File: src/rtl/adc_out_fifo.sv
// adc_out_fifo: round-half-up/saturating requantizer feeding a show-ahead FIFO with sticky overflow.
// Define ADC_OUT_SAT_CNT_EN to add the sat_cnt saturation counter output.
module adc_out_fifo #(
    parameter int IN_W  = 35,
    parameter int OUT_W = 16,
    parameter int SHIFT = 19,
    parameter int DEPTH = 8
) (
    input  logic                      clk,
    input  logic                      rst,
    input  logic                      en,
    input  logic                      in_vld,
    input  logic signed [IN_W-1:0]    in_dat,
    output logic                      out_vld,
    input  logic                      out_rdy,
    output logic signed [OUT_W-1:0]   out_dat,
    output logic [$clog2(DEPTH):0]    level,
`ifdef ADC_OUT_SAT_CNT_EN
    output logic [15:0]               sat_cnt,
`endif
    output logic                      ovf,
    input  logic                      ovf_clr
);
    localparam int AW = $clog2(DEPTH);
    localparam int SW = IN_W + 1;
    localparam logic signed [SW-1:0] RND  = SW'(1) << (SHIFT - 1);
    localparam logic signed [SW-1:0] MAXV = (SW'(1) << (OUT_W - 1)) - SW'(1);
    localparam logic signed [SW-1:0] MINV = -(SW'(1) << (OUT_W - 1));
    localparam logic [AW:0] FULL = (AW+1)'(DEPTH);

    logic signed [SW-1:0] sum, q;
    logic sat_hi, sat_lo;
    logic [OUT_W-1:0] res;
    logic r_vld_q;
    logic [OUT_W-1:0] r_dat_q;
    logic [AW:0] wr_q, rd_q, wr_d, rd_d, lvl_d;
    logic [OUT_W-1:0] mem [DEPTH];
    logic [OUT_W-1:0] out_dat_q, out_dat_d;
    logic ovf_q, ovf_d;
    logic full, pop, wr_en, drop;

    always_comb begin
        sum = $signed({in_dat[IN_W-1], in_dat}) + RND;
        q = sum >>> SHIFT;
        sat_hi = q > MAXV;
        sat_lo = q < MINV;
        res = sat_hi ? {1'b0, {(OUT_W-1){1'b1}}} : sat_lo ? {1'b1, {(OUT_W-1){1'b0}}} : q[OUT_W-1:0];
        level = wr_q - rd_q;
        full = level == FULL;
        out_vld = level != '0;
        pop = out_vld && out_rdy;
        wr_en = r_vld_q && (!full || pop);
        drop = r_vld_q && full && !pop;
        wr_d = wr_q + (AW+1)'(wr_en);
        rd_d = rd_q + (AW+1)'(pop);
        lvl_d = wr_d - rd_d;
        // the head register tracks the entry that will be at the read pointer after this edge
        out_dat_d = (wr_en && level == (AW+1)'(pop)) ? r_dat_q :
                    lvl_d != '0 ? mem[rd_d[AW-1:0]] : out_dat_q;
        ovf_d = (drop && en) || (ovf_q && !ovf_clr);
    end

    always_ff @(posedge clk) begin
        if (wr_en)
            mem[wr_q[AW-1:0]] <= r_dat_q;
    end

    always_ff @(posedge clk) begin
        if (rst) begin
            r_vld_q   <= 1'b0;
            r_dat_q   <= '0;
            wr_q      <= '0;
            rd_q      <= '0;
            out_dat_q <= '0;
            ovf_q     <= 1'b0;
        end else begin
            r_vld_q <= en && in_vld;
            if (en && in_vld)
                r_dat_q <= res;
            wr_q      <= en ? wr_d : '0;
            rd_q      <= en ? rd_d : '0;
            out_dat_q <= en ? out_dat_d : out_dat_q;
            ovf_q     <= ovf_d;
        end
    end

    assign out_dat = out_dat_q;
    assign ovf     = ovf_q;

`ifdef ADC_OUT_SAT_CNT_EN
    logic [15:0] sat_cnt_q;
    always_ff @(posedge clk) begin
        if (rst || ovf_clr)
            sat_cnt_q <= '0;
        else if (en && in_vld && (sat_hi || sat_lo) && sat_cnt_q != 16'hFFFF)
            sat_cnt_q <= sat_cnt_q + 16'd1;
    end
    assign sat_cnt = sat_cnt_q;
`endif
endmodule

File: config.mk
export PLATFORM = sky130hd
export DESIGN_NAME = adc_out_fifo
export DESIGN_NICKNAME = d
export VERILOG_FILES = /design/src/rtl/adc_out_fifo.sv
export SDC_FILE = /design/constraint.sdc
export NUM_CORES = 1
export LEC_CHECK = 0
export CORE_AREA = 8 8 131 133
export DETAILED_ROUTE_END_ITERATION = 7
export DIE_AREA = 0 0 139 141
export HOLD_SLACK_MARGIN = 0.06
export PLACE_DENSITY = 0.7
export SYNTH_ARGS = -nofsm -noshare
export SYNTH_HDL_FRONTEND = slang
export SYNTH_SLANG_ARGS = --single-unit
File: constraint.sdc
create_clock -name clk -period 11.8 [get_ports clk]
set_input_delay 2.36 -clock clk [delete_from_list [all_inputs] [get_ports clk]]
set_output_delay 2.36 -clock clk [all_outputs]
set_load 0.01 [all_outputs]
# After elaboration in Yosys (flattened, before gate mapping)
# Memories as Yosys holds them, arrays and structs flattened.
# Index checks and enable logic that the tools add are counted.
# totals
in_bits	41
n_memories	1
ff_bits	42
out_inout_bits	22
word_cells	41
ram_bits	128
# memory_table
name	depth	width	rd	rd_ports_with_merged_regs	write_ports	line	source
mem	8	16	1	0	1	37	logic [OUT_W-1:0] mem [DEPTH];
# classes
n_bitwise	1
n_mux	6
reduce_logical	18
n_eq_ne	2
n_addsub	5
n_lt_le_gt_ge	2
# op_table
operator	n
$mux W16	4
$add A35 B20 Y36 const B	1
$gt A17 B16 Y1 const B	1
$lt A17 B16 Y1 const B	1
$add A4 B1 Y4	2
$logic_and A1 B1 Y1	8
$reduce_bool A4 Y1	2
$sub A4 B4 Y4	2
$eq A4 B1 Y1	1
$eq A4 B4 Y1 const B	1
$logic_not A1 Y1	3
$logic_or A1 B1 Y1	2
$mux W1	2
$reduce_and A2 Y1	1
$reduce_bool A2 Y1	1
$reduce_or A2 Y1	1
$not A1 Y1	1

# Logic depth before layout (Yosys ltp)
# Gate-level depths: netlist of the first run.
# depth
word_depth	10
mapped_depth	22
depth_no_buf	17

# Least setup slack after synthesis of the first run
# Ideal clock, no wire load.
# synth_timing
path_kind	input to register
start	input out_rdy
end	register out_dat_q[10], in the netlist out_dat[10]
setup_ns	0.072
required_time_ns	11.728
stages	13
t_arrival_ns	5.072
n_path_buf	3
slack_ns	6.656
path_cell_list	and2_1 > ha_1 > ha_1 > clkbuf_1 > clkbuf_1 > inv_1 > ha_1 > a21o_1 > a21oi_2 > xnor2_1 > o31ai_4 > buf_8 > mux2i_1
# synth_between
elab_cells_between_ends	14
cone_classes	add/sub (3); eq/ne (1); mux (2); reduce/logical (7); memory (1)
# synth_rtl
element	line	source
start, declared	15	input logic out_rdy,
$logic_and A1 B1 Y1 *	51	pop = out_vld && out_rdy;
$add A4 B1 Y4 *	55	rd_d = rd_q + (AW+1)'(pop);
named net rd_d[1]	36	logic [AW:0] wr_q, rd_q, wr_d, rd_d, lvl_d;
$sub A4 B4 Y4	56	lvl_d = wr_d - rd_d;
$reduce_bool A4 Y1	59	lvl_d != '0 ? mem[rd_d[AW-1:0]] : out_dat_q;
$reduce_bool A2 Y1 (no line)	-	
$reduce_and A2 Y1 (no line)	-	
end signal, assigned	82	out_dat_q <= en ? out_dat_d : out_dat_q;
end, declared	38	logic [OUT_W-1:0] out_dat_q, out_dat_d;
# The timed path passes the listed nets; every way through them passes the cells marked *. The select of a mux whose other input is x is not followed.
# A chain may end at the register's enable or synchronous reset.

# Worst setup path after layout of the first run
# layout_timing
start	register wr_q[1]
end	register out_dat_q[4], in the netlist out_dat[4]
# layout_between
elab_chain_cells	10
elab_cells_between_ends	18
cone_classes	add/sub (4); eq/ne (2); mux (2); reduce/logical (9); memory (1)
# layout_rtl
element	line	source
start, declared	36	
start signal, assigned	80	wr_q <= en ? wr_d : '0;
$sub A4 B4 Y4	48	level = wr_q - rd_q;
$eq A4 B4 Y1 or $reduce_bool A4 Y1 (tied branches)	49, 50	
$logic_not A1 Y1 or $logic_and A1 B1 Y1 (tied branches)	52, 51	
$logic_or A1 B1 Y1	52	wr_en = r_vld_q && (!full || pop);
$logic_and A1 B1 Y1	52	
$add A4 B1 Y4	54	wr_d = wr_q + (AW+1)'(wr_en);
$sub A4 B4 Y4	56	
$reduce_bool A4 Y1	59	
$reduce_bool A2 Y1 (no line)	-	
$reduce_and A2 Y1 (no line)	-	
# Several ways; a longest one is shown, not always the timed one. The select of a mux whose other input is x is not followed.

==> results of run 1 <==
[worst max-delay path, stage by stage, from the launching register on]
cell     delay, ns
dfxtp_1       0.72
ha_1          0.33
nor2b_1       0.12
o21a_1        0.20
nor3_4        0.86
nor2_1        0.13
nand3_1       0.15
and2_1        0.14
ha_2          0.19
ha_2          0.19
xor2_2        0.75
inv_2         0.41
ha_1          0.45
xnor2_1       0.18
nand3_1       0.14
o31ai_4       0.81
mux2i_1       0.27
[synthesized netlist by cell type (4+ instances only)]
library cell,n,share of area
xor2_1,12,0.014
mux4_2,32,0.097
and2_1,6,0.0051
mux2i_1,16,0.022
clkbuf_1,11,0.0056
o21a_1,4,0.0041
xnor2_1,8,0.0095
nor3b_1,4,0.0041
buf_2,8,0.0054
nor4_1,17,0.014
dfxtp_1,42,0.11
nand2b_1,11,0.0093
nor2_1,29,0.015
edfxtp_1,128,0.52
a211oi_2,10,0.017
nand3_1,9,0.0061
nand4_1,6,0.0051
inv_1,11,0.0056
ha_1,11,0.019
or2b_2,8,0.0095
nor2b_1,4,0.0034
a211oi_1,4,0.0041
a311o_1,16,0.022
nand2_1,45,0.023
[cell families after synthesis]
logic type / count (synthesis) / share of synthesized area
flip-flops: 170 / 0.6322
AND/OR/NAND/NOR: 155 / 0.1103
multiplexers: 48 / 0.1189
AO/OA/AOI/OAI: 46 / 0.06180
buffers and inverters: 40 / 0.02972
XOR/XNOR: 21 / 0.02584
adder cells (fa/ha/maj): 12 / 0.02128
[where the power goes]
part | internal, mW | leakage, nW | switching (mW)
registers | 0.655 | 1.52 | 0.0128
clock network | 0.345 | 0.302 | 0.215
logic | 0.0503 | 1.07 | 0.0466
total | 1.05 | 2.89 | 0.275
[stage by stage]
step                instance area, µm²  hold slack, ns  cells
floorplan                         7410          0.4952    492
global placement                  7981          0.4625    697
detailed placement                7981          0.4714    697
CTS                               8583          0.4825    729
global route                      8583          0.5124    729
finish                            8583          0.4750    729
[layer usage]
metal  vias up  GRT usage  part of all wire
met5         -          0                 0
met4         0    0.06644             0.019
met3        24    0.03883             0.055
met2       142     0.2838              0.49
met1      2110     0.1930              0.43
li1       1966          -                 -
[area by class of cell]
type / count / share of cell area
timing repair buffer: 45 / 0.05160
tap: 188 / 0.02741
multi-input combinational: 282 / 0.2999
inverter: 12 / 0.005248
clock buffer: 25 / 0.06020
sequential: 170 / 0.5458
clock inverter: 7 / 0.009913
[flip-flops by register name, indices dropped and copies added, names as in the netlist]
register	cells
mem	128
out_dat	16
r_vld_q	1
rd_q	4
ovf	1
wr_q	4
r_dat_q	16
[worst paths after layout]
path	from	endpoint	slack, ns	cells past startpoint
max reg2reg	wr_q[1]	out_dat[4]	5.65	16
min	out_dat[8]	out_dat[8]	0.47	2
min reg2reg	out_dat[8]	out_dat[8]	0.47	2
max	wr_q[1]	out_dat[4]	5.65	16
[layout by cell type (no fill, tap or decap), types with 4 or more instances in the layout]
cell type | synthesis | routed
ha_1 | 11 | 9
xor2_1 | 12 | 11
a211oi_1 | 4 | 4
mux4_2 | 32 | 32
edfxtp_1 | 128 | 128
xnor2_1 | 8 | 8
dfxtp_1 | 42 | 42
nand2b_1 | 11 | 11
clkbuf_16 | 0 | 18
nand4_1 | 6 | 6
nand2_1 | 45 | 45
a311o_1 | 16 | 16
clkbuf_8 | 3 | 4
and2_1 | 6 | 6
or2b_2 | 8 | 8
a211oi_2 | 10 | 10
nor2_1 | 29 | 28
mux2i_1 | 16 | 16
nand3_1 | 9 | 9
o21a_1 | 4 | 4
clkinv_2 | 0 | 5
inv_1 | 11 | 11
nor4_1 | 17 | 17
clkdlybuf4s50_1 | 0 | 43
==> flow_metrics.tcl, run 1 <==
set metrics [dict create \
    status "complete, no violations" \
    power_density_mw_per_mm2 154.3 \
    cts-htree-levels 4 \
    cp.required_ns 12.15 \
    preCtsSetupSlack_ns 5.204 \
    worstPathMaxFanout 20 \
    cts_buffers 17 \
    avgSynthCellArea_um2 15.06 \
    worst_setup_path_end_kind "register" \
    wl_um 15310 \
    wl_per_cell_um 21.00 \
    antenna_found_initial 0 \
    synthCells 492 \
    cts_setup_buffers 0 \
    cts_hold_buffers 0 \
    n_fill_cell 1149 \
    die_area_mm2 0.01960 \
    dpl.hpwl_um 9249 \
    yosysSeqAreaShare 0.6322 \
    crit_arrival_ns 6.50 \
    regArea_mm2 0.004684 \
    syn_nets 545 \
    ys_ff_latch 170 \
    gp_congestion 0.7315 \
    track_usage 0.1636 \
    pin_count 63 \
    crit_type "reg2reg" \
    hp-class "reg2reg" \
    clock_latency_ns 0.43 \
    peakVddDrop_mv 0.1156 \
    setup_slack_ns 5.654 \
    vias_per_cell 5.819 \
    die_w_um 139 \
    async_reset_ff_frac 0 \
    multiInputGateArea_mm2 0.002574 \
    drive_gt1_frac 0.1885 \
    num_vias 4242 \
    grt_pass1_wl_um 24250 \
    cts_buffer_depth 2 \
    critPathLaunchType "register" \
    nets 581 \
    synth_area_mm2 0.007410 \
    synth_edf_count 128 \
    cts_tree "done" \
    grt_max_degree 52 \
    coreArea_mm2 0.01498 \
    max_clock_freq_mhz 162.7 \
    fin_util 0.5731 \
    tightest_slew_ns 1.070 \
    p_total_mw 1.325 \
    first_global_vias 4476 \
    syn_to_final_growth_pct 15.84 \
    num_rows 45 \
    leakage_nw 2.893 \
    dieHeight_um 141 \
    maxSlewViolCount 0 \
    dr.pass1.iters 5 \
    finalSetupViolations 0 \
    yosys_warnings 0 \
    dr.first_iter.drc_count 385 \
    finalHoldViolations 0 \
    rsz0062_at_grt "false" \
    fin_setup_tns_ns 0 \
    synth_ff_type "edfxtp_1" \
    cap_violations 0 \
    num_antenna_cells 0 \
    drc_errors 0 \
    relSlewSlack 0.2868 \
    cts_root_buf "clkbuf_16" \
    ys_types 50 \
    period_needed_ns 6.146 \
    initial_core_util 0.4947 \
    path_clk_slew_ns 0.06 \
    cts_sinks 170 \
    fin_skew_ns 0.005977 \
    io_buffers 44 \
    period_share 0.5209 \
    grt.overflow.total 0 \
    ctsResizeCount 0 \
    ant_nets 0 \
]
Power figures use the tool's default switching activity.
==> run 2, diff against run 1 <==
==> constraint.sdc (replaced) <==
create_clock -name clk -period 6 [get_ports clk]
set_input_delay 1.2 -clock clk [delete_from_list [all_inputs] [get_ports clk]]
set_output_delay 1.2 -clock clk [all_outputs]
set_load 0.01 [all_outputs]
==> flow_metrics.tcl, run 2 (synthesis results as in run 1) <==
set metrics [dict create \
    ant_nets 0 \
    dr.pass1.iters 4 \
    clock_latency_ns 0.42 \
    path_clk_slew_ns 0.06 \
    drive_gt1_frac 0.1956 \
    p_total_mw 2.567 \
    layout_commonest_cell "edfxtp_1" \
    num_vias 4212 \
    final_cell_mix "edfxtp_1, nand2_1, clkdlybuf4s50_1" \
    cts_hold_buffers 0 \
    ctsResizeCount 0 \
    multiInputGateArea_mm2 0.002551 \
    drc_errors 0 \
    fin_cells 735 \
    fin_skew_ns 0.004093 \
    finalHoldViolations 0 \
    dr.first_iter.drc_count 296 \
    cts_tree "done" \
    largest_reg_flops 128 \
    grt.overflow.total 0 \
    coreArea_mm2 0.01498 \
    vias_per_cell 5.731 \
    critical_path.startpoint "wr_q[1]" \
    n_fill_cell 1174 \
    first_global_vias 4397 \
    regArea_mm2 0.004684 \
    worstPathMaxFanout 20 \
    die_w_um 139 \
    die_area_mm2 0.01960 \
    cp.required_ns 6.35 \
    cts_buffer_depth 2 \
    gp_congestion 0.7617 \
    fin_area_mm2 0.008588 \
    setup_slack_ns 1.341 \
    rr_startpoint "wr_q[1]" \
    status "complete, no violations" \
    finalSetupViolations 0 \
    placed_cells 703 \
    min_from "out_dat[2]" \
    maxSlewViolCount 0 \
    crit_arrival_ns 5.01 \
    rsz0062_at_grt "false" \
    dieHeight_um 141 \
    cts_setup_buffers 0 \
    syn_to_final_growth_pct 15.91 \
    preCtsSetupSlack_ns 1.345 \
    track_usage 0.1560 \
    grt_max_degree 52 \
    fin_setup_tns_ns 0 \
    grt_pass1_wl_um 23630 \
    tightest_slew_ns 1.038 \
    crit_type "reg2reg" \
    num_antenna_cells 0 \
    wl_per_cell_um 20.01 \
    dpl.hpwl_um 9168 \
    cap_violations 0 \
    antenna_found_initial 0 \
    period_needed_ns 4.659 \
    placed_area_mm2 0.008004 \
    hp-class "reg2reg" \
    leakage_nw 2.912 \
    cts_root_buf "clkbuf_16" \
    num_rows 45 \
    max_clock_freq_mhz 214.6 \
    wl_um 14700 \
    initial_core_util 0.4947 \
    nets 587 \
    cts_sinks 170 \
    peakVddDrop_mv 0.2314 \
    io_buffers 44 \
    fin_util 0.5734 \
    pin_count 63 \
    holdWs_ns 0.4740 \
    power_density_mw_per_mm2 298.9 \
    worst_setup_path_end_kind "register" \
    cts_buffers 17 \
    critPathLaunchType "register" \
    period_share 0.7765 \
    relSlewSlack 0.3082 \
    cts-htree-levels 4 \
]
-- run 2: area by class of cell --
class                           instances  area share
Sequential cell                       170      0.5455
Multi-Input combinational cell        282      0.2971
Clock buffer                           22     0.05784
Timing Repair Buffer                   51     0.05682
Tap cell                              188     0.02739
Clock inverter                         10     0.01020
Inverter                               12    0.005245
-- run 2: final timing paths --
path                                    to  slack (ns)  depth (start not counted)
worst min-delay path            out_dat[2]        0.47                          2
worst max-delay path            out_dat[3]        1.34                         19
worst min register to register  out_dat[2]        0.47                          2
worst max register to register  out_dat[3]        1.34                         19
-- run 2: routing by layer --
metal  GRT usage  vias up  share of wire
met5           0        -              0
met4     0.06932        0          0.017
met3     0.03815       20          0.053
met2      0.2581      120           0.48
met1      0.1914     2087           0.45
li1            -     1985              -
-- run 2: critical path: stages (launching register included) --
cell and delay, ns:
dfxtp_1 0.68, ha_1 0.32, nor2b_1 0.13, o21a_1 0.18, o21a_1 0.17, buf_4 0.22, nor2_1 0.18, nand3_1 0.11
and2_1 0.17, ha_2 0.18, ha_1 0.18, xor2_1 0.15, buf_4 0.22, inv_2 0.33, ha_1 0.34, xnor2_1 0.16
nand3_1 0.14, o31ai_4 0.18, buf_4 0.31, mux2i_1 0.22
-- run 2: power breakdown --
part	switching, mW	internal [mW]
combinational	0.0911	0.100
sequential	0.0247	1.29
clock	0.434	0.630
==> run 3, diff against run 2 <==
==> constraint.sdc (replaced) <==
create_clock -name clk -period 4.45 [get_ports clk]
set_input_delay 0.89 -clock clk [delete_from_list [all_inputs] [get_ports clk]]
set_output_delay 0.89 -clock clk [all_outputs]
set_load 0.01 [all_outputs]
==> flow_metrics.tcl, run 3 (synthesis results as in run 1) <==
set metrics [dict create \
    worstPathMaxFanout 16 \
    final_cell_mix "edfxtp_1, nand2_1, clkdlybuf4s50_1" \
    nets 596 \
    crit_type "reg2reg" \
    fin_util 0.5775 \
    die_w_um 139 \
    track_usage 0.1606 \
    peakVddDrop_mv 0.2744 \
    intPower_mw 2.705 \
    cts_buffer_depth 2 \
    cts_sinks 170 \
    cts-htree-levels 4 \
    holdPathStages 2 \
    fin_area_mm2 0.008650 \
    period_share 0.9011 \
    preCtsSetupSlack_ns 0.3840 \
    status "complete, no violations" \
    cts_tree "done" \
    vias_per_cell 5.633 \
    first_global_vias 4423 \
    cp_num_buf_inv 2 \
    ctsResizeCount 0 \
    leakage_nw 2.951 \
    largest_reg_flops 128 \
    tightest_slew_ns 1.045 \
    dieHeight_um 141 \
    max_clock_freq_mhz 249.4 \
    p_seq_frac 0.515 \
    coreArea_mm2 0.01498 \
    num_antenna_cells 0 \
    cts_buffers 17 \
    r2r_cells 15 \
    relSlewSlack 0.3031 \
    crit_chain "ha_1 > o21a_1 > nor3_2 > buf_4 > o21a_1 > nor2b_1 > ha_1 > ha_1 > ha_1 > a21o_1 > a21oi_2 > xnor2_1 > o31ai_4 > buf_4 > mux2i_1" \
    io_buffers 44 \
    die_area_mm2 0.01960 \
    grt.overflow.total 0 \
    maxSlewViolCount 0 \
    combPwrFrac 0.076 \
    pin_count 63 \
    grt_pass1_wl_um 24090 \
    worst_setup_path_end_kind "register" \
    p_switching_mw 0.7303 \
    cts_root_buf "clkbuf_16" \
    syn_to_final_growth_pct 16.73 \
    critical_path.top_delay_family "adder cells" \
    ant_nets 0 \
    placed_area_mm2 0.008069 \
    grt_max_degree 52 \
    power_frac_clock 0.409 \
    p_sw_frac 0.2126 \
    layout_commonest_cell "edfxtp_1" \
    n_fill_cell 1151 \
    finalHoldViolations 0 \
    power_density_mw_per_mm2 397.2 \
    crit_path_max_incr_delay_ns 0.64 \
    cap_violations 0 \
    p_total_mw 3.435 \
    rr_startpoint "wr_q[2]" \
    cts_setup_buffers 0 \
    fin_skew_ns 0.008376 \
    clock_latency_ns 0.41 \
    gp_congestion 0.7568 \
    hp-class "reg2reg" \
    period_needed_ns 4.010 \
    cp_num_cells 15 \
    critPathLaunchType "register" \
    critical_path.startpoint "wr_q[2]" \
    r2r-end "out_dat[15]" \
    dr.pass1.iters 5 \
    setup_slack_ns 0.4401 \
    dr.first_iter.drc_count 366 \
    worst-r2r-setup-slack_ns 0.44 \
    cp_slowest_cell "dfxtp_1" \
    cp.required_ns 4.79 \
    path_clk_slew_ns 0.06 \
    num_vias 4191 \
    initial_core_util 0.4947 \
    cts_hold_buffers 0 \
    antenna_found_initial 0 \
    drive_gt1_frac 0.2050 \
    fin_setup_tns_ns 0 \
    wl_per_cell_um 20.28 \
    num_rows 45 \
    dpl.hpwl_um 9644 \
    finalSetupViolations 0 \
    crit_arrival_ns 4.35 \
    wl_um 15090 \
    endpoint "out_dat[15]" \
    drc_errors 0 \
    cpMostUsedCell "ha_1" \
    rsz0062_at_grt "false" \
]
-- run 3: through the flow --
| stage | hold WS [ns] | cells |
|---|---|---|
| after floorplan | 0.4952 | 492 |
| after global routing | 0.5114 | 744 |
| final | 0.4777 | 744 |
| after global placement | 0.4638 | 712 |
| after detailed placement | 0.4732 | 712 |
| after CTS | 0.4838 | 744 |
-- run 3: layer usage --
layer	global-route usage	up-vias	wire length (µm)	part of all wire
li1	-	1993	-	-
met1	0.2061	2058	6407	0.42
met2	0.2641	136	7453	0.49
met3	0.03781	4	1143	0.076
met4	0.05373	0	86	0.0057
met5	0	-	0	0
-- run 3: worst min-delay path: cells and delay by family, from the launching register on --
family	cells	cell delay [ns]
flops	1	0.31
simple gates	1	0.06
mux	1	0.06
-- run 3: area by class of cell --
type / instances / area, µm² / area share
clock buffer: 25 / 529.3 / 0.06119
multi-input combinational: 282 / 2547 / 0.2945
clock inverter: 7 / 51.30 / 0.005931
inverter: 12 / 45.04 / 0.005208
sequential: 170 / 4686 / 0.5417
timing repair buffer: 60 / 555.5 / 0.06423
tap: 188 / 235.2 / 0.02720
-- run 3: how the worst min path moves through the flow --
| stage | endpoint | start | slack, ns |
|---|---|---|---|
| after global placement | out_dat[4] | out_dat[4] | 0.46 |
| final | out_dat[4] | out_dat[4] | 0.48 |
| after detailed placement | out_dat[4] | out_dat[4] | 0.47 |
| after floorplan | out_dat[0] | out_dat[0] | 0.50 |
| after CTS | out_dat[4] | out_dat[4] | 0.48 |
| after global routing | out_dat[4] | out_dat[4] | 0.51 |
-- run 3: power groups by stage --
| stage | clock, mW | sequential (mW) | combinational (mW) |
|---|---|---|---|
| 6_report | 1.40 | 1.77 | 0.262 |
| 5_1_grt | 1.49 | 1.77 | 0.284 |
| 4_1_cts | 1.43 | 1.77 | 0.265 |
| 3_5_place_dp | 0 | 1.80 | 0.262 |
| 3_3_place_gp | 0 | 1.80 | 0.258 |
| 2_1_floorplan | 0 | 1.80 | 0.169 |
==> patch 1 (settings of run 3) <==
Build with the macro `ADC_OUT_SAT_CNT_EN` defined.
--- a/src/rtl/adc_out_fifo.sv
+++ b/src/rtl/adc_out_fifo.sv
@@ -1,4 +1,6 @@
 // adc_out_fifo: round-half-up/saturating requantizer feeding a show-ahead FIFO with sticky overflow.
 // Define ADC_OUT_SAT_CNT_EN to add the sat_cnt saturation counter output.
+`define ADC_OUT_SAT_CNT_EN
+
 module adc_out_fifo #(
     parameter int IN_W  = 35,
Formal check against the unedited RTL (old outputs only; new: sat_cnt): equivalent (Yosys induction, for registers that start in step).
==> patch 1 against run 3 <==
  * Fmax is 0.91% higher
  * Sequential cell count is 16 higher
  * Critical endpoint is now out_dat[9]
  * Die area stayed put
  * Critical path depth stayed put
  * Final area is 10% higher
  * Routed wire length is 9.7% higher
  * Total power is 7.0% higher
  * First-iteration DRC count is 25% lower
  * Synthesized area is 8.2% higher
  * Highest routed layer unchanged
  * Worst setup slack better by 36 ps
==> patch 1: results <==
synth:
  synth.area.top_cells: "edfxtp_1 (48%), dfxtp_1 (14%), mux4_2 (9.0%)"
  synth_nets: 635
  synth_cell_types: 50
  yosys_warnings: 0
  synth_top_cells_by_count: "edfxtp_1 (128), dfxtp_1 (58), nand2_1 (55)"
  syn-instance-count: 581
  yosysSeqAreaShare_pct: 62.4
  synth_edf_count: 128
timing:
  post-route-period-util_pct: 89.3
  clock_skew_ps: 11.1
  maxSlewHeadroom_pct: 44.4
finish:
  nMultiInputCombCells: 352
  final_cells: 847
  seq_cell_count: 186
  nFillCells: 1127
  multi_input_area_share_pct: 30.4
  register_area_um2: 5010
  drive_gt1_share_pct: 15.0
  signal_buffers: 78
  seq_share_pct: 52.5
  nNetsFinal: 700
  clkCellAreaFrac_pct: 6.31
  layout.nonclk_buf_share_pct: 7.85
  inverters_excl_clock: 11
clocking:
  clock_latency_ps: 430
  cts.htree.levels: 4
  post_cts_buffers: 0
power_and_ir_drop:
  ir_drop_v: 0.000281
  p_leak_uw: 0.00325
placed_design:
  placed_area_um2: 8930
  dp_hpwl_um: 10500
  gp_congestion: 0.760
  io_buffers: 60
  dp.cells: 815
  pre_cts_slack_ps: 387
drt:
  wirelength_met1_um: 6940
  dr_wl_met3_um: 919
  first_pass_iters: 4
  post_drt_wl_per_cell_um: 19.5
  wl_met2_um: 8420
  highest_layer: "met4"
  num_vias: 4961
  drtIter0Drc: 276
run_status:
  outcome: "finished clean"
worst_setup_path:
  setup.worst_path.end: "out_dat[9]"
  cp.arrival_ps: 4340
  critPathMaxFanout: 19
  rrSetupSlack_ps: 480
global_route:
  gr-usage-all-layers_pct: 17.4
  grt_max_degree: 53
  grt_pass1_wl_um: 26700
  grt_pass1_vias: 5081
-- patch 1: changes by cell type in the layout (fill, tap and decap cells not counted), moves of 10 or more --
cell             change
nor2_1              +13
clkdlybuf4s50_1     +17
dfxtp_1             +16
a211oi_1            +10
a211oi_2            -10
xor2_1              +11
nand2_1             +10
-- patch 1: cell families (layout without fill, tap and decap cells) --
kind of cell	after synthesis	after routing	synth area share, %
xor+xnor	34	34	3.71
fa+ha+maj	13	13	2.12
simple gates	206	206	13.3
compound gates	51	51	5.31
flops	186	186	62.4
buf+inv	43	121	2.14
mux	48	48	11.0
-- patch 1: worst min-delay path by stage --
stage	from	slack, ps	cells after the start	end
2_1_floorplan	sat_cnt[4]	490	2	sat_cnt[4]
3_3_place_gp	ovf	450	1	ovf
3_5_place_dp	ovf	460	1	ovf
4_1_cts	ovf	480	1	ovf
5_1_grt	ovf	490	1	ovf
6_report	ovf	470	1	ovf
-- patch 1: power by group --
part / total (uW) / internal, uW / switching (uW)
Clock: 1500 / 806 / 699
Sequential: 1910 / 1880 / 34.3
Combinational: 259 / 136 / 124
Total: 3680 / 2820 / 857
-- patch 1: critical path: stages (launching register included) --
cell,delay (ps)
dfxtp_1,650
ha_1,350
o21a_1,140
o21a_1,190
buf_4,230
o21a_1,250
nor2b_1,130
ha_1,180
ha_1,250
ha_1,330
a21o_1,190
a21oi_1,170
xnor2_1,130
o31ai_4,170
buf_4,320
mux2i_1,220
-- patch 1: layer usage --
layer  global-route usage (%)  vias to the layer above
met5                        0                        -
met4                     7.16                        0
met3                     3.61                       22
met2                     30.6                      154
met1                     20.6                     2441
li1                         -                     2344
==> patch 2 (flow settings as in run 3) <==
Made on the original files. Take the reset off `out_dat_q` and load it in a clocked block of its own.
--- a/src/rtl/adc_out_fifo.sv
+++ b/src/rtl/adc_out_fifo.sv
@@ -72,5 +72,4 @@
             wr_q      <= '0;
             rd_q      <= '0;
-            out_dat_q <= '0;
             ovf_q     <= 1'b0;
         end else begin
@@ -80,7 +79,10 @@
             wr_q      <= en ? wr_d : '0;
             rd_q      <= en ? rd_d : '0;
-            out_dat_q <= en ? out_dat_d : out_dat_q;
             ovf_q     <= ovf_d;
         end
+    end
+
+    always_ff @(posedge clk) begin
+        out_dat_q <= en ? out_dat_d : out_dat_q;
     end
 
Function: differs if rst is asserted again (counterexample within 4 cycles, from zero or initial values and one cycle with rst high); with rst held inactive, the same outputs for 10 cycles.
==> patch 2 against run 3 <==
  * Sequential cell count stayed put
  * Synthesized cell count is 6.3% lower
  * Synthesized area is 3.2% lower
  * Final area is 1.7% lower
  * Largest power group unchanged
  * Critical path depth is 1 higher
  * Cell count is 2.7% lower
  * Non-clock buffer count is 3 lower
  * Total power is 1.7% higher
  * Critical endpoint is now out_dat[7]
  * Routed wire length is 6.8% lower
  * Worst setup slack better by 190 ps
==> patch 2: results <==
run_status:
  outcome: "finished clean"
synth:
  yosysSeqAreaShare_pct: 67.5
  synth_top_cells_by_count: "edfxtp_1 (144), nand2_1 (64), mux4_2 (32)"
  synth_cell_types: 47
  synth_seq_cells: 170
  yosys_warnings: 0
  synth_edf_count: 144
  ys_async_sr_fraction_pct: 0
  synth_area_per_cell_um2: 15.6
  synth.area.top_cells: "edfxtp_1 (60%), mux4_2 (10%), dfxtp_1 (7.3%)"
  synth_nets: 514
placed_design:
  io_buffers: 44
  dp_hpwl_um: 9120
  dp.cells: 692
  pre_cts_slack_ps: 614
  gp_congestion: 0.827
drt:
  num_vias: 3961
  drtAntennaViolNets: 0
  totalWireLength_um: 14100
  vias_per_cell: 5.47
  first_pass_iters: 5
  drtIter0Drc: 303
finish:
  largest_reg_flops: 128
  n_antenna_cell: 0
  nNetsFinal: 576
  drive_gt1_share_pct: 19.6
  nFillCells: 1170
global_route:
  grt_pass1_vias: 4118
  antenna_found_initial: 0
  grt_max_degree: 33
  gr-usage-all-layers_pct: 15.1
  grt_pass1_wl_um: 22400
clocking:
  post_cts_buffers: 0
  clk_pin_slew_ps: 60
  cts.htree.levels: 4
  root_buffer: "clkbuf_16"
  cts_resized: 0
  clock_latency_ps: 420
  cts_buffer_depth: 2
  numCtsBuffers: 17
job:
  cap_viol_max_count: 0
worst_setup_path:
  critPathMaxFanout: 16
  cp.arrival_ps: 3920
  path_delay_family: "adder cells"
  max_stage_delay_ps: 360
  critPathSlowestCell: "dfxtp_1"
timing:
  worst_pin_slew_ps: 1130
  clock_skew_ps: 6.13
power_and_ir_drop:
  ir_drop_v: 0.000302
  p_leak_uw: 0.00289
worst_hold_path:
  hold_class: "reg2reg"
[patch 2: cell count changes in the layout (fill, tap and decap cells not counted), moves of 16 or more]
cell      before  now
nand2_1       45   64
a311o_1       16    0
mux2i_1       16    0
edfxtp_1     128  144
nor4_1        17    1
[patch 2: worst min-delay path, delay by kind of cell (launching register included)]
family          cells  cell delay, ps
simple gates        1              60
flops               1             310
compound gates      1              50
[patch 2: metrics by stage]
stage	cell area, um^2	power (uW)
after floorplan	7180	1970
after global placement	7920	2070
after detailed placement	7920	2080
after CTS	8510	3530
after global routing	8510	3620
final	8510	3490
[patch 2: cells by family (layout without fill, tap and decap cells)]
kind of cell | after synthesis | count (layout) | share of synthesized area [%]
AO/OA/AOI/OAI | 40 | 40 | 3.96
XOR/XNOR | 20 | 20 | 2.44
adder cells (fa/ha/maj) | 12 | 12 | 2.20
buffers and inverters | 31 | 106 | 1.90
flip-flops | 170 | 170 | 67.5
multiplexers | 48 | 48 | 12.6
AND/OR/NAND/NOR | 140 | 140 | 9.38
[patch 2: cell type report]
class	count	area share [%]
sequential	170	57.0
multi-input combinational	260	26.2
timing repair buffer	57	6.47
clock buffer	21	5.18
tap	188	2.77
clock inverter	11	1.71
inverter	17	0.750
[patch 2: where the power goes]
group          internal [uW]  switching, uW  total [uW]
clock                    883            571        1450
combinational            130            114         244
sequential              1770           30.2        1800
total                   2780            716        3490
[patch 2: per-layer routing]
layer	global-route usage (%)	vias up	part of all wire, %
met5	0	-	0
met4	5.95	0	1.3
met3	3.54	13	5.7
met2	25.8	110	51
met1	18.2	1950	42
li1	-	1888	-
[patch 2: final timing paths]
kind         startpoint         end  slack [ps]  cells after the start
min reg2reg         ovf         ovf         470                      2
max             rd_q[1]  out_dat[7]         630                     16
min                 ovf         ovf         470                      2
max reg2reg     rd_q[1]  out_dat[7]         630                     16
